### src/rtl/aliens_grid_engine.sv
// aliens_grid_engine: alien formation march, multi-laser hit resolution,
// saturating score, sticky victory/defeat and registered alien pixel colour.
// Optional feature macro: ALIEN_SPEEDUP_EN doubles the horizontal step once
// a quarter or fewer of the aliens survive.
module aliens_grid_engine #(
    parameter int NB_LIN    = 4,
    parameter int NB_COL    = 8,
    parameter int NB_LASERS = 2,
    parameter int ALIEN_W   = 32,
    parameter int ALIEN_H   = 24,
    parameter int PITCH_X   = 48,
    parameter int PITCH_Y   = 32,
    parameter int STEP_X    = 4,
    parameter int STEP_Y    = 16,
    parameter int X_START   = 64,
    parameter int Y_START   = 40,
    parameter int SCREEN_W  = 640,
    parameter int DEFEAT_Y  = 420,
    parameter int SCORE_W   = 12
) (
    input  logic                        clk,
    input  logic                        reset,
    input  logic                        tick,
    input  logic [9:0]                  hPos,
    input  logic [9:0]                  vPos,
    input  logic [10*NB_LASERS-1:0]     xLaser,
    input  logic [10*NB_LASERS-1:0]     yLaser,
    input  logic [NB_LASERS-1:0]        laserActive,
    output logic [NB_LASERS-1:0]        killingAlien,
    output logic [NB_LIN*NB_COL-1:0]    alive,
    output logic signed [10:0]          xAlien,
    output logic [9:0]                  yAlien,
    output logic [2:0]                  colorAlien,
    output logic [SCORE_W-1:0]          score,
    output logic                        victory,
    output logic                        defeat
);

    localparam int NB_ALIENS = NB_LIN * NB_COL;
    localparam int KCNT_W    = $clog2(NB_LASERS + 1);

    typedef enum logic [1:0] {
        PLAY = 2'd0,
        WON  = 2'd1,
        LOST = 2'd2
    } state_t;

    state_t                   state;
    logic                     dir;

    logic signed [11:0]       x_org;
    logic signed [11:0]       y_org;
    logic [NB_ALIENS-1:0]     kill_mask;
    logic [NB_LASERS-1:0]     kill_pulse;
    logic [KCNT_W-1:0]        kill_cnt;
    logic [SCORE_W:0]         score_sum;
    logic [SCORE_W-1:0]       score_next;
    logic [NB_COL-1:0]        col_any;
    logic [NB_LIN-1:0]        row_any;
    logic signed [11:0]       left_x;
    logic signed [11:0]       right_x;
    logic signed [11:0]       bottom_y;
    logic signed [11:0]       step;
    logic                     descend;
    logic [2:0]               color_next;

    assign x_org = {xAlien[10], xAlien};
    assign y_org = {2'b00, yAlien};

    function automatic logic in_box(
        input logic signed [11:0] px,
        input logic signed [11:0] py,
        input logic signed [11:0] ox,
        input logic signed [11:0] oy,
        input int                 r,
        input int                 c
    );
        logic signed [11:0] lx;
        logic signed [11:0] ly;
        lx = ox + $signed(12'(c * PITCH_X));
        ly = oy + $signed(12'(r * PITCH_Y));
        return (px >= lx) && (px < lx + $signed(12'(ALIEN_W))) &&
               (py >= ly) && (py < ly + $signed(12'(ALIEN_H)));
    endfunction

    // Resolve laser hits on the current mask; a lower channel claims an alien first
    always_comb begin
        kill_mask  = '0;
        kill_pulse = '0;
        for (int i = 0; i < NB_LASERS; i++) begin
            for (int a = 0; a < NB_ALIENS; a++) begin
                if (laserActive[i] && alive[a] &&
                    in_box({2'b00, xLaser[10*i +: 10]}, {2'b00, yLaser[10*i +: 10]},
                           x_org, y_org, a / NB_COL, a % NB_COL)) begin
                    if (!kill_mask[a]) begin
                        kill_pulse[i] = 1'b1;
                    end
                    kill_mask[a] = 1'b1;
                end
            end
        end
    end

    // Count kills this cycle and add them to the score, clamping at all-ones
    always_comb begin
        kill_cnt = '0;
        for (int i = 0; i < NB_LASERS; i++) begin
            kill_cnt = kill_cnt + KCNT_W'(kill_pulse[i]);
        end
        score_sum  = {1'b0, score} + (SCORE_W + 1)'(kill_cnt);
        score_next = score_sum[SCORE_W] ? '1 : score_sum[SCORE_W-1:0];
    end

`ifdef ALIEN_SPEEDUP_EN
    localparam int CNT_W = $clog2(NB_ALIENS + 1);
    logic [CNT_W-1:0] alive_cnt;

    // Count survivors on the current mask to choose the march speed
    always_comb begin
        alive_cnt = '0;
        for (int a = 0; a < NB_ALIENS; a++) begin
            alive_cnt = alive_cnt + CNT_W'(alive[a]);
        end
        step = (alive_cnt <= CNT_W'(NB_ALIENS / 4)) ? $signed(12'(2 * STEP_X))
                                                     : $signed(12'(STEP_X));
    end
`else
    assign step = $signed(12'(STEP_X));
`endif

    // Derive the formation's live edges and decide whether this tick descends
    always_comb begin
        col_any = '0;
        row_any = '0;
        for (int r = 0; r < NB_LIN; r++) begin
            for (int c = 0; c < NB_COL; c++) begin
                if (alive[r*NB_COL + c]) begin
                    col_any[c] = 1'b1;
                    row_any[r] = 1'b1;
                end
            end
        end
        left_x   = x_org;
        right_x  = x_org + $signed(12'(ALIEN_W));
        bottom_y = y_org + $signed(12'(ALIEN_H));
        for (int c = NB_COL - 1; c >= 0; c--) begin
            if (col_any[c]) left_x = x_org + $signed(12'(c * PITCH_X));
        end
        for (int c = 0; c < NB_COL; c++) begin
            if (col_any[c]) right_x = x_org + $signed(12'(c * PITCH_X + ALIEN_W));
        end
        for (int r = 0; r < NB_LIN; r++) begin
            if (row_any[r]) bottom_y = y_org + $signed(12'(r * PITCH_Y + ALIEN_H));
        end
        if (dir) begin
            descend = (left_x - step) < 12'sd0;
        end else begin
            descend = (right_x + step) > $signed(12'(SCREEN_W));
        end
    end

    // Flag whether the current pixel falls inside any surviving alien
    always_comb begin
        color_next = 3'b000;
        for (int a = 0; a < NB_ALIENS; a++) begin
            if (alive[a] && in_box({2'b00, hPos}, {2'b00, vPos}, x_org, y_org,
                                   a / NB_COL, a % NB_COL)) begin
                color_next = 3'b010;
            end
        end
    end

    // Game FSM: end checks first, then hits, score and movement while playing
    always_ff @(posedge clk or posedge reset) begin
        if (reset) begin
            state        <= PLAY;
            dir          <= 1'b0;
            alive        <= '1;
            xAlien       <= 11'(X_START);
            yAlien       <= 10'(Y_START);
            score        <= '0;
            killingAlien <= '0;
            victory      <= 1'b0;
            defeat       <= 1'b0;
        end else begin
            killingAlien <= '0;
            case (state)
                PLAY: begin
                    if (alive == '0) begin
                        state   <= WON;
                        victory <= 1'b1;
                    end else if (bottom_y >= $signed(12'(DEFEAT_Y))) begin
                        state  <= LOST;
                        defeat <= 1'b1;
                    end else begin
                        killingAlien <= kill_pulse;
                        alive        <= alive & ~kill_mask;
                        score        <= score_next;
                        if (tick) begin
                            if (descend) begin
                                yAlien <= yAlien + 10'(STEP_Y);
                                dir    <= ~dir;
                            end else if (dir) begin
                                xAlien <= xAlien - step[10:0];
                            end else begin
                                xAlien <= xAlien + step[10:0];
                            end
                        end
                    end
                end
                default: begin
                    state <= state;
                end
            endcase
        end
    end

    // Register the pixel colour for one cycle of latency
    always_ff @(posedge clk or posedge reset) begin
        if (reset) begin
            colorAlien <= 3'b000;
        end else begin
            colorAlien <= color_next;
        end
    end

endmodule

### config.mk
export PLATFORM = sky130hd
export DESIGN_NAME = aliens_grid_engine
export DESIGN_NICKNAME = d
export VERILOG_FILES = /design/src/rtl/aliens_grid_engine.sv
export SDC_FILE = /design/constraint.sdc
export NUM_CORES = 1
export LEC_CHECK = 0
export CAP_MARGIN = 5
export CORE_MARGIN = 10
export CORE_UTILIZATION = 50
export CTS_BUF_LIST = sky130_fd_sc_hd__clkbuf_8 sky130_fd_sc_hd__clkbuf_16
export DETAILED_ROUTE_END_ITERATION = 16
export GPL_TIMING_DRIVEN = 0
export PLACE_DENSITY = 0.82
export SYNTH_ARGS = -nofsm -noshare
export SYNTH_HDL_FRONTEND = slang
export SYNTH_SLANG_ARGS = --single-unit
### constraint.sdc
create_clock -name clk -period 9.7 [get_ports clk]
set_clock_uncertainty 0.1 [all_clocks]
set_input_delay 1.455 -clock clk [delete_from_list [all_inputs] [get_ports clk]]
set_output_delay 1.455 -clock clk [all_outputs]
set_load 0.01 [all_outputs]
# After elaboration in Yosys (flattened, before gate mapping)
# Cells that the tools add are included.
[totals]
input_bits = 65
register_bits = 75
output_inout_bits = 72
wordCells = 788
[classes]
n_mux = 273
magnitude_cmp = 75
add_sub_neg = 39
bitwise_logic = 6
reduce_logical = 385
[ops]
columns = ["op", "n"]
rows = [
  ["11-bit by 12-bit less-than comparator with 1-bit output", 35],
  ["1-bit logical AND", 376],
  ["11-bit by 12-bit greater-or-equal comparator with 1-bit output", 27],
  ["1-bit two-way mux", 216],
  ["12-bit two-way mux", 18],
  ["3-bit two-way mux", 31],
  ["12-bit by 7-bit adder with 12-bit output, second input constant", 7],
  ["11-bit by 9-bit adder with 12-bit output, second input constant", 6],
  ["11-bit by 10-bit adder with 12-bit output, second input constant", 5],
  ["10-bit by 7-bit adder with 11-bit output, second input constant", 4],
  ["11-bit by 5-bit adder with 12-bit output, second input constant", 3],
  ["10-bit by 11-bit greater-or-equal comparator with 1-bit output", 3],
  ["11-bit greater-or-equal comparator", 3],
  ["32-bit AND", 1],
  ["32-bit logical NOT", 1],
  ["32-bit inverter", 1],
  ["10-bit greater-or-equal comparator", 3],
  ["11-bit by 7-bit adder with 12-bit output, second input constant", 2],
  ["11-bit by 8-bit adder with 12-bit output, second input constant", 2],
  ["10-bit by 6-bit adder with 11-bit output, second input constant", 2],
  ["11-bit two-way mux", 2],
  ["12-bit by 2-bit adder with 13-bit output", 1],
  ["12-bit by 4-bit adder with 12-bit output, second input constant", 1],
  ["12-bit by 10-bit greater-or-equal comparator with 1-bit output, second input constant", 1],
  ["other kinds (16)", 27],
]

# Depth between registers and ports, before layout
[logic_depth]
word_depth = 74
ltp_mapped = 28

# Least setup slack after synthesis
# OpenSTA, ideal clock, no wires.
[synth_path]
path_kind = "register to register"
start = "register xAlien[4]"
end = "register score[6]"
required_time_ns = 9.481
arrival_ns = 5.704
stages_incl_launch_ff = 28
path_slack_ns = 3.777
period_less_slack_ns = 5.923
cell_sequence = "dfrtp_1 -> buf_2 -> buf_1 -> inv_1 -> ha_1 -> buf_2 -> inv_1 -> ha_1 -> nand3b_1 -> xnor2_1 -> ha_1 -> or4_1 -> nor2_1 -> nor3_1 -> o22ai_1 -> a211oi_1 -> nor3_1 -> a32oi_1 -> and4_1 -> and3_1 -> fa_1 -> inv_1 -> ha_1 -> and3_1 -> and2_1 -> and3_1 -> nand3_1 -> o21a_1"
[synth_via]
elab_chain_len = 74
[synth_rtl]
columns = ["item", "line_no", "text"]
rows = [
  ["from (decl)", "31", "output logic signed [10:0] xAlien,"],
  ["from (signal assigned)", "179", "xAlien <= 11'(X_START);"],
  ["from (signal assigned)", "204", "xAlien <= xAlien - step[10:0];"],
  ["from (signal assigned)", "206", "xAlien <= xAlien + step[10:0];"],
  ["parallel branches: the longest is 71 deep, another holds 11-bit by 7-bit adder with 12-bit output", "--", ""],
  ["1-bit by 1-bit adder with 2-bit output (*)", "108", "kill_cnt = kill_cnt + KCNT_W'(kill_pulse[i]);"],
  ["12-bit by 2-bit adder with 13-bit output (*)", "110", "score_sum = {1'b0, score} + (SCORE_W + 1)'(kill_cnt);"],
  ["12-bit two-way mux (*)", "111", "score_next = score_sum[SCORE_W] ? '1 : score_sum[SCORE_W-1:0];"],
  ["to (signal assigned)", "198", "score <= score_next;"],
  ["to (decl)", "34", "output logic [SCORE_W-1:0] score,"],
]
# Mark *: on every way between the ends.
# A chain may end at the register's enable or synchronous reset.

# Worst setup path in the final report
[layout_path]
start = "register xAlien[4]"
end = "register score[9]"
# The elaborated chain is that of the path after synthesis.

==> out/metrics.yaml <==
route:
  vias: 16800
  drtPass1Iterations: 6
  dr.first_iter.drc_count: 2382
  routed_via_density: 7.02
  wire_per_inst_um: 27.4
  wirelength_um: 65300
  final_antenna_net_count: 0
  drc: 0
floorplanning:
  io_pins: 137
  die_h_um: 192
  die_w_um: 192
  rows: 62
  start_util_pct: 51.1
  coreArea_um2: 28900
  die_area_um2: 36700
clocking:
  cts_hold_buf: 0
  tritoncts.num_buffers: 9
  clock-sinks: 67
  htreeDepth: 3
  clk_pin_slew_worst_paths_ps: 70
  clockBufferDepth: 2
  cts_root_buffer: "clkbuf_16"
  cts_tree: "built"
  cts_resized: 0
  cts_setup_buffers: 0
  insertion_delay_ps: 370
sta:
  finalCritPeriodShare_pct: 93.6
  period_minus_slack_ps: 9080
  setup_viol: 0
  rsz0062_at_grt: "no"
  clock.fmax_mhz: 110
  worstMarginPinSlew_ps: 1340
  hold_violations: 0
  maxSlewViolCount: 0
  slew_headroom_pct: 9.65
  fin_tns_setup_ps: 0
synthesis:
  synth_ff_type: "dfstp_2"
  syn_area_um2: 14700
  synth.ff_latch_count: 67
  synthArstFlopShare_pct: 100
  syn_inst: 1859
  ys_types: 96
  syn_area_per_cell_um2: 7.93
  synth-edff-count: 0
  synth_seq_area_share_pct: 11.7
  yosysWarnings: 0
  synth_top_area_share_pct: 28.1
  ys_top_cells_by_area: "ha_1, dfstp_2, dfrtp_1"
  synth.largest_area_cell: "ha_1"
final_layout:
  final_common_cell: "ha_1"
  area_growth_pct: 13.9
  final_cell_mix: "ha_1, a21oi_1, o21ai_0, nand2_1, clkdlybuf4s50_1"
  drive_above_1_share_pct: 5.55
  multiInputGateArea_um2: 12400
  nFillCells: 2734
  layout.nets: 2394
  ff_latch_area_um2: 1720
place:
  gp_congestion: 1.06
  portBuffers: 119
  hpwl_um: 50400
worst_setup_path:
  start_kind: "register"
  crit_path_end_kind: "register"
  cp.arrival_ps: 9220
  path_class: "reg2reg"
  required_ps: 9840
  cp_max_fo: 14
grt:
  track_usage_pct: 34.3
  grt_pass1_wl_um: 97100
  grt_pass1_vias: 15700
  grt_start_max_net_pins: 57
  antenna_found_initial: 1
  overflow: 0
min_path:
  holdCritPathClass: "reg2reg"
job:
  maxCapViolCount: 0
run_status:
  outcome: "finished clean"
-- worst paths after layout --
path | from | endpoint | slack [ps] | depth (start not counted)
setup / recovery | xAlien[4] | score[9] | 620 | 25
hold / removal | state[0] | state[0] | 370 | 1
setup reg to reg | xAlien[4] | score[9] | 620 | 25
hold reg to reg | state[0] | state[0] | 370 | 1
max in group asynchronous | reset | alive[28] | 7620 | 3
min in group asynchronous | reset | colorAlien[1] | 1270 | 2
-- sequential cells by signal, indices dropped and copies added (netlist names) --
signal and flops:
alive 32, score 12, xAlien 9, yAlien 6, killingAlien 2, state 2
colorAlien 1, defeat 1, dir 1, victory 1
-- through the flow --
stage | worst slack (ps) | area [µm²] | util [%] | hold WS (ps) | instances
after detailed placement | 1150 | 16500 | 57.1 | 354 | 2369
after floorplan | 3780 | 14800 | - | 328 | 1865
final | 622 | 16800 | 58.1 | 368 | 2387
after CTS | 1150 | 16800 | 58.1 | 368 | 2385
after global placement | 1160 | 16400 | 56.9 | 342 | 2368
after global routing | 652 | 16800 | 58.1 | 395 | 2385
-- Yosys cell counts (7+ instances only) --
cell type	n
a221oi_1	12
buf_2	11
and2_1	9
xor2_1	16
nand2b_1	26
a21o_1	52
nand2_1	124
nor2_1	85
buf_4	8
o211ai_1	34
a2111oi_0	11
or4_1	14
inv_1	99
o221ai_1	11
or2_2	12
a222oi_1	7
o31ai_1	12
dfrtp_1	33
o21a_1	33
a21oi_1	155
mux2i_1	10
nor3b_1	10
nor2b_1	27
o22ai_1	24
and3_1	19
nand3_1	58
nor3_1	35
o21bai_1	11
clkbuf_1	44
o2111ai_1	17
nor4_1	19
a211o_1	11
a31oi_1	22
xnor2_1	65
ha_1	331
a21boi_0	25
o21ai_0	133
or3_1	13
a22oi_1	9
nand4_1	27
dfstp_2	34
a211oi_1	22
-- cell families after synthesis --
family | after synthesis | synth area share [%]
AO/OA/AOI/OAI | 676 | 30.9
AND/OR/NAND/NOR | 515 | 18.4
adder cells (fa/ha/maj) | 334 | 28.4
buffers and inverters | 170 | 4.68
XOR/XNOR | 82 | 4.92
flip-flops | 67 | 11.7
multiplexers | 13 | 0.908
other | 2 | 0.0510
-- metal layers --
metal | GRT usage, % | up-vias | routed length, µm
li1 | - | 7429 | -
met5 | 0 | - | 0
met2 | 51.6 | 1177 | 27700
met1 | 45.7 | 7937 | 26900
met4 | 14.5 | 0 | 2880
met3 | 8.22 | 213 | 7900
-- cell type report --
type	instances	share of cell area (%)
multi-input cells	1628	73.6
flip-flops and latches	67	10.2
repair buffers	120	7.26
well taps	384	2.86
inverters	101	2.27
plain buffers	69	1.85
clock buffers	9	1.34
clock inverters	7	0.492
diodes	2	0.0298
-- worst max-delay path, cell delays in order (launching register included) --
cell      delay (ps)
dfrtp_1          830
buf_2            390
buf_1            490
inv_1            450
ha_1             730
buf_2            360
inv_1            440
ha_1             470
nor2b_1          140
a221oi_1         570
o21a_1           230
nor3_1            50
o22ai_1          870
and4b_1          320
a311oi_1         380
nor4b_1          460
and3_1           250
fa_1             170
inv_1             50
ha_1             190
and3_1           210
nand4_1          110
clkbuf_1         370
nand2_1          110
nand2_1           80
o21ai_0           80
Power is left out: the tool's default activity adds up to more than one toggle a clock period on the data nets, which glitch-free logic cannot reach.
